**src/rtl/cubroot_pkg.sv**
```systemverilog
// Shared types and widths for the cubroot arbiter slice.
// Imported by the arbiter, the round-robin picker and the datapath.
package cubroot_pkg;

    localparam int CBRT_W    = 8;
    localparam int OPS_CNT_W = 16;

    typedef enum logic [2:0] {
        IDLE,
        LAUNCH,
        SETTLE,
        RUN,
        DONE
    } arb_state_t;

endpackage

```
**src/rtl/cubroot.sv**
```systemverilog
// Iterative 8-bit integer cube root datapath (synchronous reset).
// busy_o rises on the edge that accepts start_i and falls when y_bo is final.
import cubroot_pkg::*;

module cubroot (
    input  logic              clk_i,
    input  logic              rst_i,
    input  logic              start_i,
    input  logic [CBRT_W-1:0] x_bi,
    output logic              busy_o,
    output logic [CBRT_W-1:0] y_bo
);

    logic [CBRT_W-1:0] x_q;
    logic [2:0]        y_q;
    logic [3:0]        y_nxt;
    logic [11:0]       cube;

    assign y_nxt = {1'b0, y_q} + 4'd1;
    assign cube  = {8'd0, y_nxt} * {8'd0, y_nxt} * {8'd0, y_nxt};
    assign y_bo  = {5'd0, y_q};

    // Walk y upward while (y+1)^3 still fits under x.
    always_ff @(posedge clk_i) begin
        if (rst_i) begin
            busy_o <= 1'b0;
            x_q    <= '0;
            y_q    <= '0;
        end else if (start_i && !busy_o) begin
            busy_o <= 1'b1;
            x_q    <= x_bi;
            y_q    <= '0;
        end else if (busy_o) begin
            if (cube <= {4'd0, x_q}) begin
                y_q <= y_nxt[2:0];
            end else begin
                busy_o <= 1'b0;
            end
        end
    end

endmodule

```
**src/rtl/cubroot_arbiter_rr_pick.sv**
```systemverilog
// Combinational round-robin picker: first set request at or after ptr_i.
// Lowest offset from the pointer wins, wrapping modulo N.
module rr_pick #(
    parameter  int N  = 4,
    localparam int PW = $clog2(N)
) (
    input  logic [N-1:0]  req_i,
    input  logic [PW-1:0] ptr_i,
    output logic          valid_o,
    output logic [PW-1:0] idx_o
);

    int j;

    always_comb begin
        valid_o = 1'b0;
        idx_o   = '0;
        j       = 0;
        for (int i = N - 1; i >= 0; i--) begin
            j = int'(ptr_i) + i;
            if (j >= N) j = j - N;
            if (req_i[j]) begin
                valid_o = 1'b1;
                idx_o   = PW'(j);
            end
        end
    end

endmodule

```
**src/rtl/cubroot_arbiter.sv**
```systemverilog
// Round-robin arbiter sharing one cubroot datapath among N_REQ clients.
// ack_o pulses in LAUNCH, done_o pulses in DONE together with a valid y_o.
import cubroot_pkg::*;

module cubroot_arbiter #(
    parameter  int N_REQ = 4,
    localparam int PTR_W = $clog2(N_REQ)
) (
    input  logic                      clk_i,
    input  logic                      rst_ni,
    input  logic [N_REQ-1:0]          req_i,
    input  logic [CBRT_W*N_REQ-1:0]   x_i,
    output logic [N_REQ-1:0]          ack_o,
    output logic [N_REQ-1:0]          done_o,
    output logic [CBRT_W-1:0]         y_o,
    output logic                      busy_o,
    output logic [OPS_CNT_W-1:0]      ops_cnt_o
);

    arb_state_t          state_q, state_d;
    logic [PTR_W-1:0]    ptr_q, owner_q, pick_idx, ptr_nxt;
    logic                pick_valid;
    logic [CBRT_W-1:0]   x_q, sel_x, cb_y;
    logic                cb_start, cb_busy, grant, finish;
    logic [OPS_CNT_W-1:0] ops_cnt_q;

    rr_pick #(.N(N_REQ)) u_pick (
        .req_i  (req_i),
        .ptr_i  (ptr_q),
        .valid_o(pick_valid),
        .idx_o  (pick_idx)
    );

    cubroot u_cbrt (
        .clk_i  (clk_i),
        .rst_i  (~rst_ni),
        .start_i(cb_start),
        .x_bi   (x_q),
        .busy_o (cb_busy),
        .y_bo   (cb_y)
    );

    assign sel_x   = x_i[CBRT_W*int'(pick_idx) +: CBRT_W];
    assign ptr_nxt = (pick_idx == PTR_W'(N_REQ - 1)) ? '0 : pick_idx + 1'b1;
    assign grant   = (state_q == IDLE) && pick_valid;
    assign finish  = (state_q == RUN) && !cb_busy;

    always_comb begin
        state_d  = state_q;
        cb_start = 1'b0;
        unique case (state_q)
            IDLE:    if (pick_valid) state_d = LAUNCH;
            LAUNCH: begin
                cb_start = 1'b1;
                state_d  = SETTLE;
            end
            SETTLE:  state_d = RUN;
            RUN:     if (!cb_busy) state_d = DONE;
            DONE:    state_d = IDLE;
            default: state_d = IDLE;
        endcase
    end

    // Outputs are registered on the edge entering LAUNCH/DONE.
    always_ff @(posedge clk_i or negedge rst_ni) begin
        if (!rst_ni) begin
            state_q   <= IDLE;
            ptr_q     <= '0;
            owner_q   <= '0;
            x_q       <= '0;
            ack_o     <= '0;
            done_o    <= '0;
            y_o       <= '0;
            ops_cnt_q <= '0;
        end else begin
            state_q <= state_d;
            ack_o   <= '0;
            done_o  <= '0;
            if (grant) begin
                x_q     <= sel_x;
                owner_q <= pick_idx;
                ptr_q   <= ptr_nxt;
                ack_o   <= N_REQ'(1) << pick_idx;
            end
            if (finish) begin
                y_o       <= cb_y;
                done_o    <= N_REQ'(1) << owner_q;
                ops_cnt_q <= ops_cnt_q + 1'b1;
            end
        end
    end

    assign busy_o    = (state_q != IDLE);
    assign ops_cnt_o = ops_cnt_q;

endmodule

```
**config.mk**
```make
export PLATFORM = sky130hd
export DESIGN_NAME = cubroot_arbiter
export DESIGN_NICKNAME = d
export VERILOG_FILES = /design/src/rtl/cubroot_pkg.sv /design/src/rtl/cubroot.sv /design/src/rtl/cubroot_arbiter_rr_pick.sv /design/src/rtl/cubroot_arbiter.sv
export SDC_FILE = /design/constraint.sdc
export NUM_CORES = 1
export LEC_CHECK = 0
export ABC_CLOCK_PERIOD_IN_PS = 6800
export CORE_UTILIZATION = 45
export DETAILED_ROUTE_END_ITERATION = 10
export GPL_TIMING_DRIVEN = 0
export PLACE_DENSITY = 0.76
export RECOVER_POWER = 25
export SETUP_SLACK_MARGIN = 0.2
export SLEW_MARGIN = 20
export SYNTH_ARGS = -nofsm -noshare
export SYNTH_HDL_FRONTEND = slang
export SYNTH_HIERARCHICAL = 1
export SYNTH_SLANG_ARGS = --single-unit
```
**constraint.sdc**
```tcl
create_clock -name clk_i -period 6.8 [get_ports clk_i]
set_input_delay 0.68 -clock clk_i [delete_from_list [all_inputs] [get_ports clk_i]]
set_output_delay 0.68 -clock clk_i [all_outputs]
set_load 0.01 [all_outputs]
```
==> qor.yml <==
outcome: "finished clean"
postCtsSetupRepairBufs: 0
crit_chain: "buf_2 > inv_1 > ha_1 > inv_1 > nor2_1 > ha_1 > a31oi_1 > xor2_1 > nor2_1 > fa_1 > inv_1 > fa_1 > inv_1 > ha_1 > nand2_1 > a211oi_4 > nor2_1 > xnor2_1 > ha_1 > nand4_1 > o21ai_0 > nand4_1 > nor4b_4 > mux2i_1"
vdd_drop_max_v: 0.0002307
h-tree-depth: 3
finalNetCount: 549
netlist_area_um2: 3879
dp_slack_ns: 0.6356
period_minus_slack_ns: 5.982
cpMaxStageDelayCell: "fa_1"
place_inst: 565
rr_worst_depth: 24
track_usage_pct: 20.22
p_per_area_nw_per_um2: 290.5
r2r_setup_slack_ns: 0.82
cp_slowest_stage_delay_ns: 0.53
slew_headroom_pct: 5.887
ant_nets: 0
dr_wl_met2_um: 3899
antenna_found_initial: 0
dp_hpwl_um: 6223
setup_tns_ns: 0
arrival_ns: 6.25
core_um2: 8299
die_area_um2: 8995
die_w_um: 94.84
hold_violations: 0
routed_wl_um: 7909
clock_sinks: 59
yosys_warnings: 6
cp-start-kind: "flop"
holdPathEnd: "u_cbrt/x_q[7]$_SDFFE_PP0P_"
ys_top_cells_by_area: "dfrtp_1, ha_1, dfxtp_1, mux2_2, mux4_2"
syn_avg_cell_area_um2: 10.13
yosysMostFrequentCell: "dfrtp_1"
cts_buffers: 9
clock_path_buffers: 2
p_leak_uw: 0.002277
io_buffers: 70
synth_flop_cell: "dfrtp_1"
grt_pass1_vias: 3151
crit_buf_inv: 5
core.rowCount: 33
drive_gt1_share_pct: 13.66
syn_inst: 383
routed_via_density: 5.234
grt_max_degree: 28
r2r_start: "u_cbrt/y_q[0]$_SDFFE_PP0P_"
crit_family: "adder cells"
highest_layer: "met4"
diodes: 0
timing.fmax_ghz: 0.1672
synth_enable_flop_cells: 0
clk_pin_slew_ns: 0.06
setup_viol: 0
period_share_pct: 87.96
post_synth_num_cell_types: 52
fin_skew_ns: 0.007091
num-fill-cells: 714
final_area_um2: 4932
cp_max_fo: 9
synthArstFlopShare_pct: 79.66
postPlaceCellArea_um2: 4756
initial_utilization_pct: 46.74
drv_cap: 0
wl_met3_um: 370
final_cells: 581
setup.worst_path.end_class: "flop"
post-route-drc-count: 0
rsz0062_at_grt: "false"
vias: 3041
ys_seq_elements: 59
dr.first_iter.drc_count: 104
detail_route.wl_per_cell_um: 13.61
drv_slew: 0
yosysTopAreaCell: "dfrtp_1"
seq_area_frac_synth_pct: 36.52
worst_r2r_endpoint: "u_cbrt/y_q[1]$_SDFFE_PP0P_"
hold_buffers: 0
cp-startpoint: "u_cbrt/y_q[0]$_SDFFE_PP0P_"
synth_common_cells: "dfrtp_1, nand2_1, ha_1"
cts_tree: "done"
cts.repair.resized: 0
root_buffer: "clkbuf_8"
clock_latency_ns: 0.33
grt_pass1_wl_um: 14090
die_h_um: 94.84
place.gp.congestion: 0.7830
critical_path_class: "flop to flop"
fin_util_pct: 59.43
register_area_um2: 1416
min_from: "u_cbrt/x_q[7]$_SDFFE_PP0P_"
num_io_pins: 71
dr.pass1.iters: 5
gr-total-overflow: 0
multiInputGateArea_um2: 2290
min_path_type: "flop to flop"
tightest_slew_ns: 1.412
area_growth_pct: 27.16
met1Wirelength_um: 3514
cp.required_ns: 7.07
hold_path_depth: 2
final.setup.worst_slack_ns: 0.8185
yosys.area.top_type_share_pct: 30.32
==> state kept, by name, summed over array words and instances (netlist names) <==
signal / cells
u_cbrt/busy_o: 1
owner_q: 2
ops_cnt_o: 16
x_q: 8
u_cbrt/x_q: 8
y_o: 8
done_o: 4
ack_o: 4
u_cbrt/y_q: 3
state_q: 3
ptr_q: 2
==> per-layer routing <==
metal  global-route usage [%]  up-vias
li1                         -     1504
met1                    24.69     1450
met2                    34.29       76
met3                    5.072       11
met4                    7.576        0
met5                        0        -
==> how the worst max path moves through the flow <==
stage	to	slack [ns]	cells after the start
6_report	u_cbrt/y_q[1]$_SDFFE_PP0P_	0.82	24
2_1_floorplan	u_cbrt/y_q[2]$_SDFFE_PP0P_	1.52	23
5_1_grt	u_cbrt/y_q[1]$_SDFFE_PP0P_	0.25	24
4_1_cts	u_cbrt/y_q[2]$_SDFFE_PP0P_	0.61	23
3_3_place_gp	u_cbrt/y_q[2]$_SDFFE_PP0P_	0.72	23
3_5_place_dp	u_cbrt/y_q[2]$_SDFFE_PP0P_	0.64	23
==> worst reg2reg max path: stages (launching register included) <==
cell	delay, ns
dfxtp_1	0.41
buf_2	0.23
inv_1	0.10
ha_1	0.38
inv_1	0.18
nor2_1	0.07
ha_1	0.34
a31oi_1	0.24
xor2_1	0.33
nor2_1	0.10
fa_1	0.49
inv_1	0.06
fa_1	0.53
inv_1	0.04
ha_1	0.36
nand2_1	0.11
a211oi_4	0.26
nor2_1	0.10
xnor2_1	0.14
ha_1	0.31
nand4_1	0.12
o21ai_0	0.19
nand4_1	0.20
nor4b_4	0.40
mux2i_1	0.21
==> report_power, final <==
group	switching, uW	internal (uW)
Combinational	258	321
Sequential	84.6	459
Clock	133	177
Total	475	957
==> cell type report <==
| class | count | area share, % |
|---|---|---|
| Clock buffer | 11 | 2.867 |
| Timing Repair Buffer | 71 | 14.16 |
| Inverter | 26 | 1.979 |
| Buffer | 18 | 2.131 |
| Sequential cell | 59 | 28.72 |
| Tap cell | 105 | 2.664 |
| Multi-Input combinational cell | 286 | 46.42 |
| Clock inverter | 5 | 1.065 |
==> kinds of logic (layout without fill, tap and decap cells) <==
kind of cell | count (synthesis) | after routing | synth area share (%)
AND/OR/NAND/NOR | 132 | 132 | 18.48
flip-flops | 59 | 59 | 36.52
buffers and inverters | 44 | 131 | 5.193
other | 2 | 8 | 0.1936
multiplexers | 33 | 33 | 11.77
adder cells (fa/ha/maj) | 40 | 40 | 13.87
AO/OA/AOI/OAI | 49 | 49 | 8.549
XOR/XNOR | 24 | 24 | 5.419
==> through the flow <==
step                      total power (uW)  hold slack [ns]
final                                 1433           0.4546
after global routing                  1534           0.4905
after CTS                             1451           0.3683
after detailed placement              1133           0.4491
after global placement                1105           0.4449
after floorplan                      914.8           0.3844
==> cells in the final DEF (no fill, tap or decap), drive strengths merged, types with 17 or more instances in the layout <==
cell           Yosys  layout
nor2              26      26
clkdlybuf4s50      0      69
dfrtp             47      47
clkbuf             4      17
nand2             36      36
a21oi             18      18
inv               26      26
mux2              21      21
ha                35      35
(Power assumes the default switching activity.)
